==> config.mk <==
export PLATFORM = sky130hd
export DESIGN_NAME = ps2_host_tx
export DESIGN_NICKNAME = d
export VERILOG_FILES = /design/src/rtl/ps2_host_tx.sv
export SDC_FILE = /design/constraint.sdc
export NUM_CORES = 1
export LEC_CHECK = 0
export BUFFER_PORTS_ARGS = -buffer_cell sky130_fd_sc_hd__buf_2
export CAP_MARGIN = 10
export CORE_ASPECT_RATIO = 0.8
export CORE_MARGIN = 2
export CORE_UTILIZATION = 60
export CTS_CLUSTER_DIAMETER = 30
export CTS_CLUSTER_SIZE = 12
export DETAILED_ROUTE_END_ITERATION = 16
export GPL_ROUTABILITY_DRIVEN = 0
export GPL_TIMING_DRIVEN = 0
export PLACE_DENSITY = 0.89
export SYNTH_ARGS = -nofsm -noshare
export SYNTH_HDL_FRONTEND = slang
export SYNTH_SLANG_ARGS = --single-unit
==> constraint.sdc <==
create_clock -name clk -period 2.8 [get_ports clk]
set_clock_uncertainty 0.05 [all_clocks]
set_input_delay 0.14 -clock clk [delete_from_list [all_inputs] [get_ports clk]]
set_output_delay 0.14 -clock clk [all_outputs]
set_load 0.01 [all_outputs]
==> src/rtl/ps2_host_tx.sv <==
// PS/2 host-to-device transmitter: inhibit, request-to-send, device-clocked shift of one
// command byte with odd parity and stop, ACK check and frame timeout. Drives lines low only.
module ps2_host_tx #(
  parameter int INHIBIT_CYCLES = 5000,
  parameter int TIMEOUT_CYCLES = 750000
) (
  input  logic       clk,
  input  logic       rst_n,
  input  logic [7:0] tx_data,
  input  logic       tx_valid,
  output logic       tx_ready,
  input  logic       ps2_clk_in,
  input  logic       ps2_data_in,
  output logic       ps2_clk_drv_low,
  output logic       ps2_data_drv_low,
  output logic       rx_inhibit,
  output logic       done,
  output logic       ack_err,
  output logic       timeout
);

  localparam int INH_W = (INHIBIT_CYCLES > 1) ? $clog2(INHIBIT_CYCLES) : 1;

  typedef enum logic [1:0] {IDLE, INHIBIT, SHIFT, WAIT_IDLE} state_t;

  state_t           state;
  logic [7:0]       shift_reg;
  logic             parity;
  logic [3:0]       bit_cnt;
  logic [INH_W-1:0] inhibit_cnt;
  logic [19:0]      timer;
  logic             ack_ok;

  logic clk_s1, clk_sync, clk_prev;
  logic data_s1, data_sync;
  logic clk_fall;

  // Synchronisers reset to the idle (released) level so reset never fakes a falling edge.
  always_ff @(posedge clk or negedge rst_n) begin
    if (!rst_n) begin
      clk_s1    <= 1'b1;
      clk_sync  <= 1'b1;
      clk_prev  <= 1'b1;
      data_s1   <= 1'b1;
      data_sync <= 1'b1;
    end else begin
      clk_s1    <= ps2_clk_in;
      clk_sync  <= clk_s1;
      clk_prev  <= clk_sync;
      data_s1   <= ps2_data_in;
      data_sync <= data_s1;
    end
  end

  assign clk_fall   = clk_prev & ~clk_sync;
  assign tx_ready   = (state == IDLE);
  assign rx_inhibit = ~tx_ready;

  always_ff @(posedge clk or negedge rst_n) begin
    if (!rst_n) begin
      state            <= IDLE;
      shift_reg        <= '0;
      parity           <= 1'b0;
      bit_cnt          <= '0;
      inhibit_cnt      <= '0;
      timer            <= '0;
      ack_ok           <= 1'b0;
      ps2_clk_drv_low  <= 1'b0;
      ps2_data_drv_low <= 1'b0;
      done             <= 1'b0;
      ack_err          <= 1'b0;
      timeout          <= 1'b0;
    end else begin
      done    <= 1'b0;
      ack_err <= 1'b0;
      timeout <= 1'b0;
      case (state)
        IDLE: begin
          if (tx_valid) begin
            shift_reg       <= tx_data;
            parity          <= ~^tx_data;
            bit_cnt         <= '0;
            inhibit_cnt     <= '0;
            ps2_clk_drv_low <= 1'b1;
            state           <= INHIBIT;
          end
        end
        INHIBIT: begin
          if (inhibit_cnt == INH_W'(INHIBIT_CYCLES - 1)) begin
            ps2_clk_drv_low  <= 1'b0;
            ps2_data_drv_low <= 1'b1;
            timer            <= '0;
            state            <= SHIFT;
          end else begin
            inhibit_cnt <= inhibit_cnt + 1'b1;
          end
        end
        SHIFT: begin
          timer <= timer + 20'd1;
          // Timeout wins over a falling edge landing on the same cycle.
          if (timer == 20'(TIMEOUT_CYCLES - 1)) begin
            ps2_clk_drv_low  <= 1'b0;
            ps2_data_drv_low <= 1'b0;
            timeout          <= 1'b1;
            state            <= IDLE;
          end else if (clk_fall) begin
            bit_cnt <= bit_cnt + 4'd1;
            if (bit_cnt < 4'd8) begin
              ps2_data_drv_low <= ~shift_reg[0];
              shift_reg        <= {1'b0, shift_reg[7:1]};
            end else if (bit_cnt == 4'd8) begin
              ps2_data_drv_low <= ~parity;
            end else if (bit_cnt == 4'd9) begin
              ps2_data_drv_low <= 1'b0;
            end else begin
              ps2_data_drv_low <= 1'b0;
              ack_ok           <= ~data_sync;
              state            <= WAIT_IDLE;
            end
          end
        end
        WAIT_IDLE: begin
          timer <= timer + 20'd1;
          if (timer == 20'(TIMEOUT_CYCLES - 1)) begin
            ps2_clk_drv_low  <= 1'b0;
            ps2_data_drv_low <= 1'b0;
            timeout          <= 1'b1;
            state            <= IDLE;
          end else if (clk_sync && data_sync) begin
            done    <= ack_ok;
            ack_err <= ~ack_ok;
            state   <= IDLE;
          end
        end
        default: state <= IDLE;
      endcase
    end
  end

endmodule

# Word level (Yosys, flattened, before mapping)

Index checks and enable logic that the tools add are counted.

Word-level logic and storage cells: 111
Output and inout port bits: 7
Flip-flop bits (word level): 59
Input bits: 13

Add/sub/neg operators: 3
Bitwise operators: 11
Muxes and demuxes: 42
Order comparisons: 1
Reductions and logical operators: 17
Eq/ne operators: 20

Operators by type and width:

| operator                                                        | number |
|---|---|
| 20-bit case mux with 2 select lines                             | 1 |
| 8-bit 2-to-1 mux                                                | 4 |
| 13-bit 2-to-1 mux                                               | 2 |
| 13-bit case mux with 2 select lines                             | 1 |
| 20-bit by 1-bit adder with 20-bit output, second input constant | 1 |
| 20-bit == test, second input constant                           | 1 |
| 20-bit 2-to-1 mux                                               | 1 |
| 2-bit 2-to-1 mux                                                | 9 |
| 1-bit 2-to-1 mux                                                | 16 |
| 8-bit case mux with 2 select lines                              | 1 |
| 3-bit inequality test, second input constant                    | 5 |
| 2-bit inequality test, second input constant                    | 7 |
| 13-bit by 1-bit adder with 13-bit output, second input constant | 1 |
| 13-bit == test, second input constant                           | 1 |
| 4-bit 2-to-1 mux                                                | 3 |
| 1-bit NOT                                                       | 10 |
| 4-bit == test, second input constant                            | 2 |
| 2-bit case mux with 4 select lines                              | 1 |
| 4-bit case mux with 2 select lines                              | 1 |
| 4-bit AND reduction                                             | 2 |
| 8-bit XNOR reduction                                            | 1 |
| 7-bit AND reduction                                             | 1 |
| 1-bit case mux with 3 select lines                              | 2 |
| 3-bit AND reduction                                             | 2 |
| other kinds (14)                                                | 18 |

# Depth between registers and ports, before layout

Depth after elaboration: 7
Gate-level depth with buffers: 7
Gate-level depth less buffers: 6

# Worst setup path after synthesis

No wires, ideal clock.

Path type: reg2reg
Start: register timer[11]
End: register bit_cnt[1]
Data required time: 2.625 ns
Library setup time: 0.125 ns
Buffers on the path: 0
Stages on the path, launching flop included: 5
Clock period less this slack: 2.135 ns
Slack: 0.665 ns
Data arrival time: 1.960 ns
Cells stage by stage: dfrtp_1 -> or4b_2 -> nor4_4 -> or2_2 -> mux2_2

Cells in the longest elaborated chain, start to end: 3

Ends and longest elaborated chain:

| item                                   | RTL line | source |
|---|---|---|
| start, declared                        | 31       | `logic [19:0] timer;` |
| start signal, assigned                 | 99       | `timer <= timer + 20'd1;` |
| start signal, assigned                 | 123      | `timer <= timer + 20'd1;` |
| 20-bit == test                         | 101      | `if (timer == 20'(TIMEOUT_CYCLES - 1)) begin` |
| 2-bit inequality test (no source line) | -        |  |
| 4-bit AND reduction (no source line)   | -        |  |
| end signal, assigned                   | 107      | `bit_cnt <= bit_cnt + 4'd1;` |
| end, declared                          | 29       | `logic [3:0] bit_cnt;` |

No other way between the ends.
A chain may end at the register's enable or synchronous reset.

# Worst setup path in the final report

Ends and elaborated chain as after synthesis.

==> impl_results.md <==
- Area grow syn2layout: 13.7%
- Placed Area: 0.00321 sq mm
- Maxcap violations: 0
- Static Leakage: 1.47 nW
- Largest net degree at the start of global routing: 31
- Clock Path Buffers: 2
- Top-count cell post-synth: dfrtp_1
- Half-perimeter wire length after placement: 4240 um
- Mapped Avg Cell Area: 10.0 sq um
- TNS Setup: 0 ns
- Clock-pin slew on the worst setup and hold paths: 0.06 ns
- Worst-Margin Slew: 0.665 ns
- Max VDD drop: 0.000341 V
- Worst Setup End Kind: flop
- GRT overflow: 0
- Crit path launch type: flop
- RSZ-0062 raised after global routing: false
- Req. time, crit path: 2.97 ns
- Max incr delay on CP: 0.72 ns
- Worst hold path class: input pin to flop
- CTS root buf: clkbuf_8
- Worst Hold Path Cells: 2
- Worst path depth: 4
- Die Y: 67.4 um
- Final setup fails: 0
- Worst Reg2Reg Path Length in Cells: 4
- Overall Global Routing Usage: 24.2%
- Crit-path cells: or4b_2, nor4_4, or2_2, mux2_2
- Number of synthesized flops with an enable pin: 0
- Flop and latch count out of synthesis: 59
- Fmax: 437 MHz
- CP Class: flop to flop
- Top delay family on crit path: simple AND/OR/NAND/NOR gates
- Crit-path max FO: 6
- Final WL: 6140 um
- Largest register FFs: 20
- Fin crit period: 2.29 ns
- WP data arrival: 2.46 ns
- Fraction of layout cells with a size suffix above 1: 20.9%
- First-pass DRT Iterations: 4
- Async S/R FF share, synth: 100%
- Slew margin rel.: 55.3%
- Fin crit share: 81.7%
- CTS tree: done
- I/O pins: 20
- Share of the synthesized area in the top cell type: 44.8%
- Global-route wire length before repair: 10,500 um
- Layout Nets: 353
- Area leader, netlist: dfrtp_1
- Synthesized instance count: 301
- Crit path buf inv count: 0
- Wire length per cell: 15.3 um
- Slew Viols, Final: 0
- Via Count: 2,396
- Syn. warnings: 0
- Postcts setup bufs: 0
- Outcome: complete, no violations
- Final-layout fill cell count: 332
- Slowest stage cell, crit path: or4b_2
- Synth cell types: 50
- Final instance area: 0.00343 sq mm
- Number of global-route vias before repair: 2,271
- Ant diodes: 0
- Vias per inst: 5.96
- Power Density: 577 mW/mm^2
- Syn Std Cell Area: 0.00302 sq mm
- Leading cell types by count after synthesis: dfrtp_1 (54), nand2_1 (32), o21ai_0 (28)
- H-tree levels: 3
- Hold Vio Cnt, Final: 0
- Overall Power: 1.98 mW
- Post-route ant nets: 0
- Port buffer count: 19
- Die area: 0.00561 sq mm
- Sequential-to-total area share from yosys stat: 49.2%
- Die X: 83.3 um
- Starting DRT DRC Count: 226
- Area of the core: 0.00492 sq mm
- Row cnt: 23
- Main synth FF type: dfrtp_1
- Initial antenna violation count: 0
- CTS buffer count: 9
- # DRC: 0
- Initial Utilization: 61.3%
- Skew-Pair Late Insertion Delay: 0.35 ns
- Synth area leaders: dfrtp_1 (45%), mux2_2 (5.6%), o21ai_0 (4.6%), nand3_1 (4.5%), dfstp_2 (4.4%)
- CTS Sinks: 59
- Flop-to-flop setup slack: 0.51 ns
- Syn Nets: 319
[worst register-to-register path, cell delays in order, from the launching register on]
cell and delay [ns]:
dfrtp_1 0.42, or4b_2 0.72, nor4_4 0.41, or2_2 0.23
mux2_2 0.33
[power by group]
part	total [mW]	internal [mW]	switching (mW)
clock	0.739	0.417	0.322
combinational	0.227	0.109	0.118
sequential	1.01	0.932	0.0804
total	1.98	1.46	0.520
[cell type report]
| class | count | area (sq um) | share of cell area, % |
|---|---|---|---|
| Sequential cell | 59 | 1480 | 43.2 |
| Clock buffer | 15 | 186 | 5.44 |
| Multi-Input combinational cell | 224 | 1450 | 42.2 |
| Timing Repair Buffer | 23 | 145 | 4.23 |
| Tap cell | 62 | 77.6 | 2.26 |
| Inverter | 9 | 33.8 | 0.985 |
| Clock inverter | 1 | 5.00 | 0.146 |
| Buffer | 9 | 52.6 | 1.53 |
[cell usage in the layout (no fill, tap or decap), types with 4 or more instances in the layout]
cell type / netlist / final
xnor2_1: 12 / 12
inv_1: 7 / 7
a21oi_1: 9 / 9
dfrtp_1: 54 / 54
nand4_1: 4 / 4
clkbuf_1: 6 / 8
nor2_1: 19 / 19
nand2_1: 32 / 32
o21ai_0: 28 / 28
dfstp_2: 5 / 5
nand2b_1: 4 / 4
ha_1: 5 / 5
clkbuf_8: 0 / 13
mux2i_1: 6 / 6
o31ai_1: 5 / 5
and3_1: 5 / 5
or3_1: 4 / 4
mux2_2: 15 / 15
nand3_1: 27 / 27
buf_2: 0 / 19
nor3_1: 8 / 8
[routing by layer]
metal	track usage (%)	share of wire (%)	wire, um	up-vias
met4	11.3	2.7	164	0
met1	31.4	47	2870	1163
li1	-	-	-	1157
met2	38.8	46	2820	61
met5	0	0	0	-
met3	6.60	4.8	293	15
[what timing repair did]
action	4_1_cts	5_1_grt
resized for setup	0	0
hold buffers	3	0
endpoints found under the setup margin	0	0
endpoints found under the hold margin	27	0
[kinds of logic (layout without fill, tap and decap cells)]
logic type | Yosys count | count (layout) | synth area share [%]
buf+inv | 18 | 57 | 2.86
simple gates | 126 | 126 | 22.0
mux | 21 | 21 | 7.59
flops | 59 | 59 | 49.2
compound gates | 57 | 57 | 11.9
fa+ha+maj | 5 | 5 | 2.07
xor+xnor | 15 | 15 | 4.36
[path summary, 6_finish.rpt]
| kind | to | start |
|---|---|---|
| setup / recovery | bit_cnt[1] | timer[11] |
| hold / removal | state[0] | tx_valid |
| setup reg to reg | bit_cnt[1] | timer[11] |
| hold reg to reg | clk_sync | clk_s1 |
| max in group asynchronous | clk_prev | rst_n |
| min in group asynchronous | shift_reg[4] | rst_n |
[per-stage QoR]
stage	std cells	setup WS [ns]	hold slack [ns]	utilization [%]
final	402	0.512	0.106	69.7
after global routing	402	0.437	0.113	69.7
after CTS	402	0.503	0.0928	69.7
after detailed placement	383	0.519	0.168	65.2
after global placement	382	0.536	0.196	64.8
after floorplan	301	0.665	-0.206	-
Note: power is estimated with default switching activity, not from simulation.
